`src/rtl/pet_cpu_sched_pkg.sv`:
```
// Shared scheduler definitions: FSM state encodings for the CPU/video cycle scheduler.
package pet_cpu_sched_pkg;

  typedef enum logic [1:0] {
    SCH_RUN     = 2'd0,
    SCH_STOPPED = 2'd1,
    SCH_STEP    = 2'd2
  } sch_state_t;

endpackage

```
`src/rtl/pet_cpu_sched_sync2.sv`:
```
// Two-flop synchroniser for asynchronous front-panel switches, cleared by sync reset.
// Latency: 2 cycles from d to q. No flow control.
module pet_sync2 (
  input  logic clk,
  input  logic reset,
  input  logic d,
  output logic q
);

  logic meta;

  always_ff @(posedge clk) begin
    if (reset) begin
      meta <= 1'b0;
      q    <= 1'b0;
    end else begin
      meta <= d;
      q    <= meta;
    end
  end

endmodule

```
`src/rtl/pet_cpu_sched.sv`:
```
// Shares the 6502 cycle and video-RAM port: issues rdy (divided, turbo, stop, single-step) and video grants.
// Latency: 1 cycle from decision to rdy/vid_gnt. vid_req is held by the requester until granted.
module pet_cpu_sched
  import pet_cpu_sched_pkg::*;
#(
  parameter int CLK_DIV = 50,
  parameter int CNT_W   = 32
) (
  input  logic             clk,
  input  logic             reset,
  input  logic             clk_speed,
  input  logic             clk_stop,
  input  logic             step,
  input  logic             vid_req,
  output logic             rdy,
  output logic             vid_gnt,
  output logic [CNT_W-1:0] cpu_cycles
);

  localparam int DIV_W = $clog2(CLK_DIV);
  localparam logic [DIV_W-1:0] DIV_LAST = DIV_W'(CLK_DIV - 1);

  logic             spd_s;
  logic             stop_s;
  logic             step_s;
  logic             step_d;
  logic             step_edge;
  logic [DIV_W-1:0] div_cnt;
  sch_state_t       state;
  sch_state_t       state_nxt;
  logic             slot;
  logic             run_ok;
  logic             cpu_go;
  logic             last_vid;

  pet_sync2 u_sync_spd (
    .clk   (clk),
    .reset (reset),
    .d     (clk_speed),
    .q     (spd_s)
  );

  pet_sync2 u_sync_stop (
    .clk   (clk),
    .reset (reset),
    .d     (clk_stop),
    .q     (stop_s)
  );

  pet_sync2 u_sync_step (
    .clk   (clk),
    .reset (reset),
    .d     (step),
    .q     (step_s)
  );

  assign step_edge = step_s & ~step_d;

  // The registered grant doubles as the "video had the port last cycle" flag.
  assign last_vid = vid_gnt;

  always_comb begin
    slot = 1'b0;
    if (spd_s) begin
      slot = ~(vid_req & ~last_vid);
    end else begin
      slot = (div_cnt == DIV_LAST);
    end
  end

  assign run_ok = ((state == SCH_RUN) & ~stop_s) | (state == SCH_STEP);
  assign cpu_go = run_ok & slot;

  always_comb begin
    state_nxt = state;
    case (state)
      SCH_RUN: begin
        if (stop_s) state_nxt = SCH_STOPPED;
      end
      SCH_STOPPED: begin
        if (!stop_s) state_nxt = SCH_RUN;
        else if (step_edge) state_nxt = SCH_STEP;
      end
      SCH_STEP: begin
        // Leave only once the single stepped cycle has actually been issued.
        if (cpu_go) state_nxt = stop_s ? SCH_STOPPED : SCH_RUN;
      end
      default: state_nxt = SCH_RUN;
    endcase
  end

  always_ff @(posedge clk) begin
    if (reset) begin
      state      <= SCH_RUN;
      div_cnt    <= '0;
      step_d     <= 1'b0;
      rdy        <= 1'b0;
      vid_gnt    <= 1'b0;
      cpu_cycles <= '0;
    end else begin
      state   <= state_nxt;
      step_d  <= step_s;
      div_cnt <= (div_cnt == DIV_LAST) ? '0 : div_cnt + 1'b1;
      rdy     <= cpu_go;
      vid_gnt <= vid_req & ~cpu_go;
      if (rdy) cpu_cycles <= cpu_cycles + 1'b1;
    end
  end

endmodule

```
`config.mk`:
```
export PLATFORM = sky130hd
export DESIGN_NAME = pet_cpu_sched
export DESIGN_NICKNAME = d
export VERILOG_FILES = /design/src/rtl/pet_cpu_sched_pkg.sv /design/src/rtl/pet_cpu_sched_sync2.sv /design/src/rtl/pet_cpu_sched.sv
export SDC_FILE = /design/constraint.sdc
export NUM_CORES = 1
export LEC_CHECK = 0
export ABC_AREA = 1
export ABC_CLOCK_PERIOD_IN_PS = 4220
export BUFFER_PORTS_ARGS = -buffer_cell sky130_fd_sc_hd__buf_2
export CORE_MARGIN = 10
export CORE_UTILIZATION = 62
export CTS_BUF_LIST = sky130_fd_sc_hd__clkbuf_4
export CTS_CLUSTER_DIAMETER = 60
export DETAILED_ROUTE_END_ITERATION = 7
export GPL_ROUTABILITY_DRIVEN = 1
export PLACE_DENSITY_LB_ADDON = 0.08
export SYNTH_ARGS = -nofsm -noshare
export SYNTH_HDL_FRONTEND = slang
export SYNTH_HIERARCHICAL = 1
export SYNTH_SLANG_ARGS = --single-unit
```
`constraint.sdc`:
```
create_clock -name clk -period 4.22 [get_ports clk]
set_input_delay 0.844 -clock clk [delete_from_list [all_inputs] [get_ports clk]]
set_output_delay 0.844 -clock clk [all_outputs]
set_load 0.01 [all_outputs]
```
# == Word-level counts from Yosys, hierarchy flattened ==
# Cells that the tools add are included.
# classes
add_sub_neg,2
eq_ne,6
mux,7
bitwise_logic,11
n_reduce_logical,3
# ops
operator,count
"32-bit by 1-bit adder with 32-bit output, second input constant",1
2-bit two-way mux,4
"6-bit by 1-bit adder with 6-bit output, second input constant",1
"6-bit equality test, second input constant",1
2-bit case mux with 3 select lines,1
1-bit AND,5
1-bit inverter,5
"3-bit inequality test, second input constant",1
3-bit AND reduction,1
"2-bit by 1-bit equality test with 1-bit output, second input constant",1
"2-bit equality test, second input constant",1
2-bit zero test,1
1-bit two-way mux,2
"2-bit by 1-bit inequality test with 1-bit output, second input constant",1
"2-bit inequality test, second input constant",1
2-bit OR reduction,1
1-bit bitwise OR,1
# word_totals
reg_bits,49
inputBits,6
output_inout_bits,34
word_cells,41

# == Logic depth before layout (Yosys ltp) ==
# Gate-level depths: netlist of the first run.
# depth
word_depth,7
depth_mapped,10
depth_no_buf,10

# == Hierarchy ==
# The synthesis of the first run kept the hierarchy.
# by_module_without_submodules
module,instances,cells_per_inst,area_per_inst_um2,seq_area_each_um2
pet_cpu_sched,1,300,2122.0,860.8
pet_sync2,3,6,55.1,40.0

# == Worst setup path after synthesis of the first run ==
# OpenSTA, ideal clock, no wires.
# synth_timing
path_kind,register to register
from,reg cpu_cycles[0]
to,reg cpu_cycles[30]
setup_ns,0.128
t_arrival_ns,1.299
required_time_ns,4.092
path_slack_ns,2.793
stages_incl_launch_ff,9
path_buffers,0
period_less_slack_ns,1.427
path_cell_list,dfxtp_1 -> ha_1 -> nand3_2 -> nor2_1 -> nand3_1 -> nor2_4 -> nand4_1 -> nand2_1 -> nor2_1
# synth_via
elab_chain_len,1
# synth_rtl
element,line,source
from (decl),pet_cpu_sched.sv:17,output logic [CNT_W-1:0] cpu_cycles
from (signal assigned),pet_cpu_sched.sv:106,if (rdy) cpu_cycles <= cpu_cycles + 1'b1;
32-bit by 1-bit adder with 32-bit output,pet_cpu_sched.sv:106,
# No other way between the ends.
# A chain may end at the register's enable or synchronous reset.

# == Worst setup path after layout of the first run ==
# layout_timing
from,reg rdy
to,out rdy
# layout_rtl
element,line,source
from (decl),pet_cpu_sched.sv:15,"output logic rdy,"
from (signal assigned),pet_cpu_sched.sv:104,rdy <= cpu_go;
# No word-level cell between the ends.

==> summary.md, run 1 <==
| Metric | Value |
|---|---|
| Status | `finished, final reports clean` |
| First-pass iteration count of the detailed router | `4` |
| Core box area | `roughly 3600 µm²` |
| Yosys warns | `6` |
| Avg Cell Area, Syn | `7.192 µm²` |
| Num CTS Buffers | `5` |
| WP data arrival | `1.30 ns` |
| Commonest non-fill, non-tap cells in the layout | `61 x nand2_1, 60 x nor2_1, 49 x dfxtp_1` |
| Area delta synth->final | `12.86%` |
| Global-route wire length before repair | `between 8000 and 9000 µm` |
| Syn Nets | `~330` |
| Actual slew at the worst max-slew pin | `approximately 0.56 ns` |
| Vias per cell | `about 5.2` |
| CP required | `3.38 ns` |
| EDFF count, synth | `0` |
| Final net count | `369` |
| Grt total ovfl | `0` |
| Buf+Inv Stages, Crit Path | `1` |
| Antenna cells | `0` |
| Worst-path fanout max | `14` |
| Clk buf depth | `2` |
| Power density over cell area | `~280 nW/µm²` |
| Sequential cell area fraction in the yosys report | `42.89%` |
| Critical path type | `reg2out` |
| Slew headroom | `a little over three fifths` |
| Main synth FF type | `dfxtp_1` |
| Fin crit share | `around half` |
| CP max stage cell | `dfxtp_1` |
| RSZ-0062 raised after global routing | `false` |
| Fmax achieved | `between 400 and 500 MHz` |
| Cell Chain, Critical Path | `buf_2` |
| Clock tree sinks | `49` |
| Seq cells post-synth | `roughly 50` |
| Worst path max stage delay | `0.70 ns` |
| Finished Core Util | `a little over 70%` |
| Count of different cell masters after synthesis | `31` |
| Pin count of the biggest net entering global routing | `28` |
| Drt drc | `0` |
| Hold buffers post-CTS | `0` |
| Pins over their slew limit | `0` |
| Worst-path clk slew | `roughly 0.15 ns` |
| Commonest non-fill, non-tap cell in the layout | `nand2_1` |
| Gr usage total | `about 16%` |
| Via count | `~2,100` |
| Cell Rows | `22` |
| Clock latency on the worst-skew pair | `about 0.37 ns` |
| Chip height | `between 80 and 90 µm` |
| Post-Syn Area | `2287 µm²` |
| Crit end category | `output port` |
| WL/cell | `approximately 12 µm` |
| Gr busiest metal | `met2` |
| Cells after Synth | `318` |
| CTS tree | `built` |
| Top-Level Pins | `40` |
| Antenna violations before repair | `0` |
| Final hold vios | `0` |
| Finish-stage setup viols | `0` |
| Port buffer count | `39` |
| Startpoint Class | `flip-flop` |
| Grt met1 use | `between 10% and 20%` |
| GR Util met3 | `~4.5%` |
| Die ar. | `around 6500 µm²` |
| Final wirelength | `a little over 5000 µm` |
| Clock Skew | `~0.017 ns` |
| Async set-reset flop share out of synthesis | `0%` |
| Vias in the first global route | `approximately 2,000` |
| Setup bufs post-CTS | `0` |
| Share of layout cells above drive strength 1 | `between 10% and 20%` |
| Top delay family on crit path | `flip-flops` |
| Min cycle time layout | `around 2.1 ns` |
| Final antenna-violating net count | `0` |
| DP HPWL | `~3800 µm` |
| CTS root buffer | `clkbuf_4` |
| Met2 GRT Util | `28.82%` |
| DIE WIDTH | `80.74 µm` |
| Maximum vdd drop | `between 0.2 and 0.3 mV` |
| Static Leak | `~1.1 nW` |
| Hold Path Class | `reg2reg` |
| Initial drt markers | `120` |
| H-tree Lvls | `2` |
| Setup tns final | `0 ns` |
| CTS resizes | `0` |
| Initial Util | `a little under two thirds` |
| Max_cap viols | `0` |
| RD Place Congestion | `0.8580` |
==> per-stage QoR <==
step	area (µm²)	hold WS, ns	power, mW	cells	setup WS [ns]
finish	2581	0.4201	0.7249	409	2.072
floorplan	2287	0.3883	0.5026	318	2.793
global placement	2522	0.3898	0.5102	401	2.149
CTS	2581	0.4215	0.7316	409	2.074
global route	2581	0.4400	0.7530	409	2.017
detailed placement	2522	0.4022	0.5115	401	2.087
==> cell type report <==
type / count / area, µm²
multi-input combinational: 227 / 1144
fill: 325 / 1025
sequential: 49 / 980.9
timing repair buffer: 39 / 195.2
inverter: 38 / 142.6
tap: 48 / 60.06
clock buffer: 6 / 45.04
clock inverter: 2 / 13.76
==> sequential cells by signal, indices dropped and copies added, names as in the netlist <==
register	count
div_cnt	6
rdy	1
u_sync_spd/q	1
u_sync_stop/meta	1
step_d	1
u_sync_stop/q	1
state	2
u_sync_step/q	1
u_sync_spd/meta	1
vid_gnt	1
cpu_cycles	32
u_sync_step/meta	1
==> layer usage <==
layer / part of all wire, % / wire length, µm
met4: 0.58 / 29
met2: 48 / 2425
met1: 46 / 2299
met5: 0 / 0
met3: 5.7 / 288
==> cells by family (layout without fill, tap and decap cells) <==
logic type               Yosys count  after routing  share of synthesized area (%)
buffers and inverters             42             85                          7.111
adder cells (fa/ha/maj)            3              3                          1.641
flip-flops                        49             49                          42.89
AO/OA/AOI/OAI                     38             38                          8.862
XOR/XNOR                           7              7                          2.681
AND/OR/NAND/NOR                  179            179                          36.82
==> path summary, 6_finish.rpt <==
path | from | to | slack [ns] | cells past startpoint
worst max-delay path | rdy$_SDFF_PP0_ | rdy | 2.07 | 1
worst min register to register | u_sync_stop/meta$_SDFF_PP0_ | u_sync_stop/q$_SDFF_PP0_ | 0.42 | 2
worst min-delay path | u_sync_stop/meta$_SDFF_PP0_ | u_sync_stop/q$_SDFF_PP0_ | 0.42 | 2
worst max register to register | rdy$_SDFF_PP0_ | cpu_cycles[31]$_SDFFE_PP0P_ | 2.46 | 7
==> power breakdown <==
group / internal (mW) / switching, mW
combinational: 0.00912 / 0.0159
sequential: 0.470 / 0.00667
clock: 0.0733 / 0.150
total: 0.552 / 0.173
==> Yosys cell counts (5+ instances only) <==
cell type,number,area [µm²]
o21ai_0,12,60.06
nor2_1,60,225.2
nand4_1,9,56.30
inv_1,37,138.9
nand3_2,5,50.05
nand2_1,61,229.0
dfxtp_1,49,980.9
nand3_1,14,70.07
nor3_1,8,40.04
a21oi_1,19,95.09
nand2_2,5,31.28
nor2_2,5,31.28
(Power assumes the default switching activity.)
==> run 2, diff against run 1 <==
- ABC_CLOCK_PERIOD_IN_PS: 4220 -> 2300
- CORE_UTILIZATION: 62 -> 57
- clock period: 4.22 -> 2.3 ns (I/O delays scaled with it)
==> summary.md, run 2 (same netlist as run 1, synthesis figures left out) <==
| Metric | Value |
|---|---|
| Power density over cell area | `509.5 nW/µm² (+81%)` |
| Worst path max stage delay | `0.62 ns (-0.08 ns)` |
| Pin count of the biggest net entering global routing | `27 (-3.6%)` |
| Maximum vdd drop | `0.4930 mV (+90%)` |
| Global-route wire length before repair | `8411 µm (-3.7%)` |
| Hold Path Class | `in2reg` |
| Worst-path clk slew | `0.15 ns (about the same)` |
| Final antenna-violating net count | `0 (unchanged)` |
| CTS tree | `built` |
| Worst-path fanout max | `14 (unchanged)` |
| Critical R2R Launch | `rdy$_SDFF_PP0_` |
| Gr usage total | `14.08% (-2.0 points)` |
| Share of layout cells above drive strength 1 | `19.83% (+0.44 points)` |
| CTS root buffer | `clkbuf_4` |
| R2r endpoint | `cpu_cycles[31]$_SDFFE_PP0P_` |
| Hold buffers post-CTS | `0 (unchanged)` |
| Top-Level Pins | `40 (unchanged)` |
| Setup bufs post-CTS | `0 (unchanged)` |
| Pins over their slew limit | `0 (unchanged)` |
| Clock tree sinks | `49 (unchanged)` |
| CP max stage cell | `dfxtp_1` |
| Fill cells | `356 (+9.5%)` |
| Initial drt markers | `109 (-9.2%)` |
| Status | `finished, final reports clean` |
| Clock Skew | `0.01215 ns (-0.005221 ns)` |
| Min cycle time layout | `about 1.7 ns` |
| Fmax achieved | `between 500 and 600 MHz` |
| Cell Chain, Critical Path | `buf_2` |
| Crit end category | `output port` |
| Initial Util | `60.65% (-2.8 points)` |
| Buf+Inv Stages, Crit Path | `1 (unchanged)` |
| Core box area | `3771 µm² (+4.6%)` |
| Finish-stage setup viols | `0 (unchanged)` |
| Commonest non-fill, non-tap cells in the layout | `61 x nand2_1, 60 x nor2_1, 49 x dfxtp_1` |
| DP HPWL | `3865 µm (+0.98%)` |
| Largest Register | `cpu_cycles` |
| Final hold vios | `0 (unchanged)` |
| WP data arrival | `1.22 ns (-0.08 ns)` |
| Vias in the first global route | `1,872 (-8.4%)` |
| Worst Hold Path EP | `u_sync_step/meta$_SDFF_PP0_` |
| Die ar. | `6946 µm² (+6.6%)` |
| Top delay family on crit path | `flip-flops` |
| Drt drc | `0 (unchanged)` |
| Area occupied by multi-input gates | `1144 µm² (unchanged)` |
| Chip height | `83.35 µm (+3.2%)` |
| Clock latency on the worst-skew pair | `0.38 ns (about the same)` |
| Hold Path Depth | `3 (+1)` |
| Reg2Reg Depth | `7 (unchanged)` |
| RSZ-0062 raised after global routing | `false` |
| Post-Layout Cell Count | `411 (+0.49%)` |
| Max FFs per register | `32 (unchanged)` |
| Finished Core Util | `68.85% (-2.7 points)` |
| Largest regs | `cpu_cycles (32), div_cnt (6), state (2)` |
| FF+latch area | `980.9 µm² (unchanged)` |
| R2R Setup Slk | `0.70 ns (-1.76 ns)` |
| Placed cell count | `403 (+0.50%)` |
| RD Place Congestion | `0.8324 (-3.0%)` |
| Vias per cell | `5.129 (-1.5%)` |
| Port buffer count | `39 (unchanged)` |
| Final Power | `1.323 mW (+82%)` |
| Final instance area | `2596 µm² (+0.58%)` |
| Actual slew at the worst max-slew pin | `0.4337 ns (-0.1229 ns)` |
| Critical path type | `reg2out` |
| Max_cap viols | `0 (unchanged)` |
| Area delta synth->final | `13.51%` |
| Placed inst area | `2537 µm² (+0.60%)` |
| Final wirelength | `5012 µm (-0.60%)` |
| Startpoint Class | `flip-flop` |
| Cell Rows | `22 (unchanged)` |
| Via count | `2,108 (-1.0%)` |
| Antenna violations before repair | `0 (unchanged)` |
| Setup tns final | `0 ns (unchanged)` |
| Clk buf depth | `2 (unchanged)` |
| Antenna cells | `0 (unchanged)` |
| DIE WIDTH | `83.35 µm (+3.2%)` |
| Slew headroom | `71.04% (+8.2 points)` |
| WL/cell | `12.19 µm (-1.1%)` |
| CTS resizes | `0 (unchanged)` |
| First-pass iteration count of the detailed router | `4 (unchanged)` |
| Static Leak | `1.092 nW (+0.47%)` |
| Final net count | `371 (+0.54%)` |
| Hold Startpoint | `step` |
| H-tree Lvls | `2 (unchanged)` |
| Commonest non-fill, non-tap cell in the layout | `nand2_1` |
| Grt total ovfl | `0 (unchanged)` |
| CP required | `1.84 ns (-1.54 ns)` |
| Fin crit share | `73.16%` |
| Num CTS Buffers | `5 (unchanged)` |
## run 2: routing by layer
metal / up-vias / global-route usage, % / share of wire, %
met5: - / 0 / 0
met1: 951 / 16.86 / 47
met3: 6 / 4.980 / 6.1
met4: 0 / 4.154 / 1.1
met2: 42 / 22.97 / 46
li1: 1109 / - / -
## run 2: where the power goes
| part | total, mW | switching, mW | internal (mW) |
|---|---|---|---|
| registers | 0.874 | 0.0116 | 0.862 |
| logic | 0.0491 | 0.0301 | 0.0189 |
| clock network | 0.400 | 0.279 | 0.121 |
| total | 1.32 | 0.320 | 1.00 |
## run 2: worst min-delay path, cell delays in order
cell and delay (ns):
buf_2 0.09, inv_1 0.04, nor2_1 0.03
## run 2: worst max-delay path by stage
stage                             endpoint  slack (ns)                       start  depth (start not counted)
6_report                               rdy        0.62              rdy$_SDFF_PP0_                          1
3_3_place_gp   cpu_cycles[22]$_SDFFE_PP0P_        0.79  cpu_cycles[0]$_SDFFE_PP0P_                          8
2_1_floorplan  cpu_cycles[30]$_SDFFE_PP0P_        0.87  cpu_cycles[0]$_SDFFE_PP0P_                          8
5_1_grt                                rdy        0.50              rdy$_SDFF_PP0_                          1
3_5_place_dp   cpu_cycles[31]$_SDFFE_PP0P_        0.72              rdy$_SDFF_PP0_                          7
4_1_cts                                rdy        0.60              rdy$_SDFF_PP0_                          1
## run 2: area by class of cell
class,count,area share (%)
inverter,38,5.494
multi-input combinational,227,44.05
clock buffer,5,1.446
clock inverter,3,0.8193
timing repair buffer,41,8.096
sequential,49,37.78
tap,48,2.313
## run 2: through the flow
step	worst slack (ns)	hold WS, ns
after floorplan	0.8731	0.3883
after detailed placement	0.7244	0.3927
final	0.6173	0.2800
after global placement	0.7861	0.3891
after CTS	0.5956	0.2691
after global routing	0.4967	0.2771
==> run 3, diff against run 2 <==
- ABC_CLOCK_PERIOD_IN_PS: 2300 -> 1590
- clock period: 2.3 -> 1.59 ns (I/O delays scaled with it)
==> summary.md, run 3 (same netlist as run 1, synthesis figures left out) <==
| Metric | Value |
|---|---|
| Commonest non-fill, non-tap cell in the layout | `nand2_1` |
| Gate power share | `3.9% (+0.2 points)` |
| CP max stage cell | `dfxtp_1` |
| WL/cell | `12.42 µm (+1.8%)` |
| Initial Util | `60.65% (unchanged)` |
| Hold Path Class | `in2reg` |
| Clock tree sinks | `49 (unchanged)` |
| CTS tree | `built` |
| Initial drt markers | `110 (+0.92%)` |
| Via count | `2,136 (+1.3%)` |
| Port buffer count | `39 (unchanged)` |
| Worst-path fanout max | `5 (-9)` |
| Crit end category | `output port` |
| R2R Setup Slk | `0.16 ns (-0.54 ns)` |
| Maximum vdd drop | `0.5853 mV (+19%)` |
| Hold Path Depth | `3 (unchanged)` |
| Status | `finished, final reports clean` |
| Fmax achieved | `roughly 690 MHz` |
| Cell Rows | `22 (unchanged)` |
| Post-route setup slack | `0.1444 ns (-0.4729 ns)` |
| Final wirelength | `5203 µm (+3.8%)` |
| Hold Startpoint | `clk_stop` |
| Hold Slack | `0.1297 ns (-0.1503 ns)` |
| Worst path max stage delay | `0.45 ns (-0.17 ns)` |
| Gr usage total | `14.84% (+0.76 points)` |
| Pins over their slew limit | `0 (unchanged)` |
| Final antenna-violating net count | `0 (unchanged)` |
| Clock Power Share | `35.9% (+5.7 points)` |
| CP required | `1.27 ns (-0.57 ns)` |
| Max FFs per register | `32 (unchanged)` |
| DIE WIDTH | `83.35 µm (unchanged)` |
| Pre-CTS setup slack | `0.1134 ns (-0.6110 ns)` |
| Critical R2R Launch | `cpu_cycles[1]$_SDFFE_PP0P_` |
| Cell Chain, Critical Path | `buf_4, buf_2` |
| Clock Skew | `0.007718 ns (-0.004431 ns)` |
| Final Power | `2.094 mW (+58%)` |
| Fin crit share | `about nine tenths` |
| WP data arrival | `1.13 ns (-0.09 ns)` |
| Placed cell count | `409 (+1.5%)` |
| Antenna cells | `0 (unchanged)` |
| Net Sw Power | `0.4629 mW (+44%)` |
| Die ar. | `6946 µm² (unchanged)` |
| H-tree Lvls | `2 (unchanged)` |
| Vias per cell | `5.098 (-0.61%)` |
| Largest regs | `cpu_cycles (32), div_cnt (6), state (2)` |
| Grt total ovfl | `0 (unchanged)` |
| Actual slew at the worst max-slew pin | `0.2901 ns (-0.1437 ns)` |
| First-pass iteration count of the detailed router | `4 (unchanged)` |
| Startpoint Class | `flip-flop` |
| Antenna violations before repair | `0 (unchanged)` |
| Post-Layout Cell Count | `419 (+1.9%)` |
| Sw frac | `22.10% (-2.1 points)` |
| Commonest non-fill, non-tap cells in the layout | `61 x nand2_1, 59 x nor2_1, 46 x dfxtp_1` |
| Register share of total power | `60.3% (-5.7 points)` |
| Top-Level Pins | `40 (unchanged)` |
| Area delta synth->final | `18.38%` |
| Largest Register | `cpu_cycles` |
| Drt drc | `0 (unchanged)` |
| Vias in the first global route | `2,048 (+9.4%)` |
| Finish-stage setup viols | `0 (unchanged)` |
| Chip height | `83.35 µm (unchanged)` |
| Cell internal pwr | `1.631 mW (+63%)` |
| Num CTS Buffers | `5 (unchanged)` |
| Worst-path clk slew | `0.14 ns (about the same)` |
| Worst Hold Path EP | `u_sync_stop/meta$_SDFF_PP0_` |
| RD Place Congestion | `0.8712 (+4.7%)` |
| Hold buffers post-CTS | `0 (unchanged)` |
| DP HPWL | `3939 µm (+1.9%)` |
| Static Leak | `1.149 nW (+5.1%)` |
| Critical path type | `reg2out` |
| Slew headroom | `80.51% (+9.5 points)` |
| Fill cells | `314 (-12%)` |
| Share of layout cells above drive strength 1 | `23.18% (+3.3 points)` |
| Reg2Reg Depth | `8 (+1)` |
| Max_cap viols | `0 (unchanged)` |
| Final hold vios | `0 (unchanged)` |
| Core box area | `3771 µm² (unchanged)` |
| Global-route wire length before repair | `8901 µm (+5.8%)` |
| Power density over cell area | `773.5 nW/µm² (+52%)` |
| CTS root buffer | `clkbuf_4` |
| Pin count of the biggest net entering global routing | `27 (unchanged)` |
| Final net count | `379 (+2.2%)` |
| R2r endpoint | `cpu_cycles[31]$_SDFFE_PP0P_` |
| Min cycle time layout | `about 1.4 ns` |
| Finished Core Util | `71.80% (+3.0 points)` |
| Clock latency on the worst-skew pair | `0.38 ns (about the same)` |
| Clk buf depth | `2 (unchanged)` |
==> run 3: worst max-delay path, delay by kind of cell (launching register included) <==
kind                   cells  cell delay [ns]
DFF                        1             0.45
buffers and inverters      2             0.30
==> run 3: how the worst max path moves through the flow <==
stage | start | endpoint | slack (ns)
6_report | rdy$_SDFF_PP0_ | rdy | 0.14
5_1_grt | cpu_cycles[1]$_SDFFE_PP0P_ | cpu_cycles[12]$_SDFFE_PP0P_ | -0.009
3_3_place_gp | cpu_cycles[1]$_SDFFE_PP0P_ | cpu_cycles[30]$_SDFFE_PP0P_ | 0.16
3_5_place_dp | cpu_cycles[0]$_SDFFE_PP0P_ | cpu_cycles[30]$_SDFFE_PP0P_ | 0.11
4_1_cts | cpu_cycles[0]$_SDFFE_PP0P_ | cpu_cycles[22]$_SDFFE_PP0P_ | 0.05
2_1_floorplan | cpu_cycles[0]$_SDFFE_PP0P_ | cpu_cycles[30]$_SDFFE_PP0P_ | 0.16
==> run 3: repair_timing <==
action | CTS | global route
buffers inserted | 0 | 2
resized for setup | 0 | 8
endpoints found under the setup margin | 0 | 11
==> run 3: final cells by class <==
cell class / instances / area, µm² / area share [%]
clock inverter: 2 / 38.79 / 1.433
multi-input combinational: 227 / 1164 / 42.98
timing repair buffer: 49 / 270.3 / 9.981
tap: 48 / 60.06 / 2.218
clock buffer: 6 / 45.04 / 1.664
inverter: 38 / 142.6 / 5.268
sequential: 49 / 987.2 / 36.46
==> run 3: per-layer routing <==
metal  GRT usage (%)  wire [µm]
met5               0          0
met4           5.231         67
met3           4.785        350
met2           25.42       2409
met1           16.74       2375
==> run 3: through the flow <==
stage / TNS [ns] / cell area [µm²]
global placement: 0 / 2582
global route: -0.009455 / 2708
floorplan: 0 / 2287
finish: 0 / 2708
CTS: 0 / 2666
detailed placement: 0 / 2582
==> run 3: power groups by stage <==
stage	sequential, mW	combinational, mW	clock, mW
floorplan	1.29	0.0458	0
detailed placement	1.29	0.0777	0
CTS	1.26	0.0778	0.773
global route	1.27	0.0924	0.829
finish	1.26	0.0808	0.751
global placement	1.29	0.0750	0
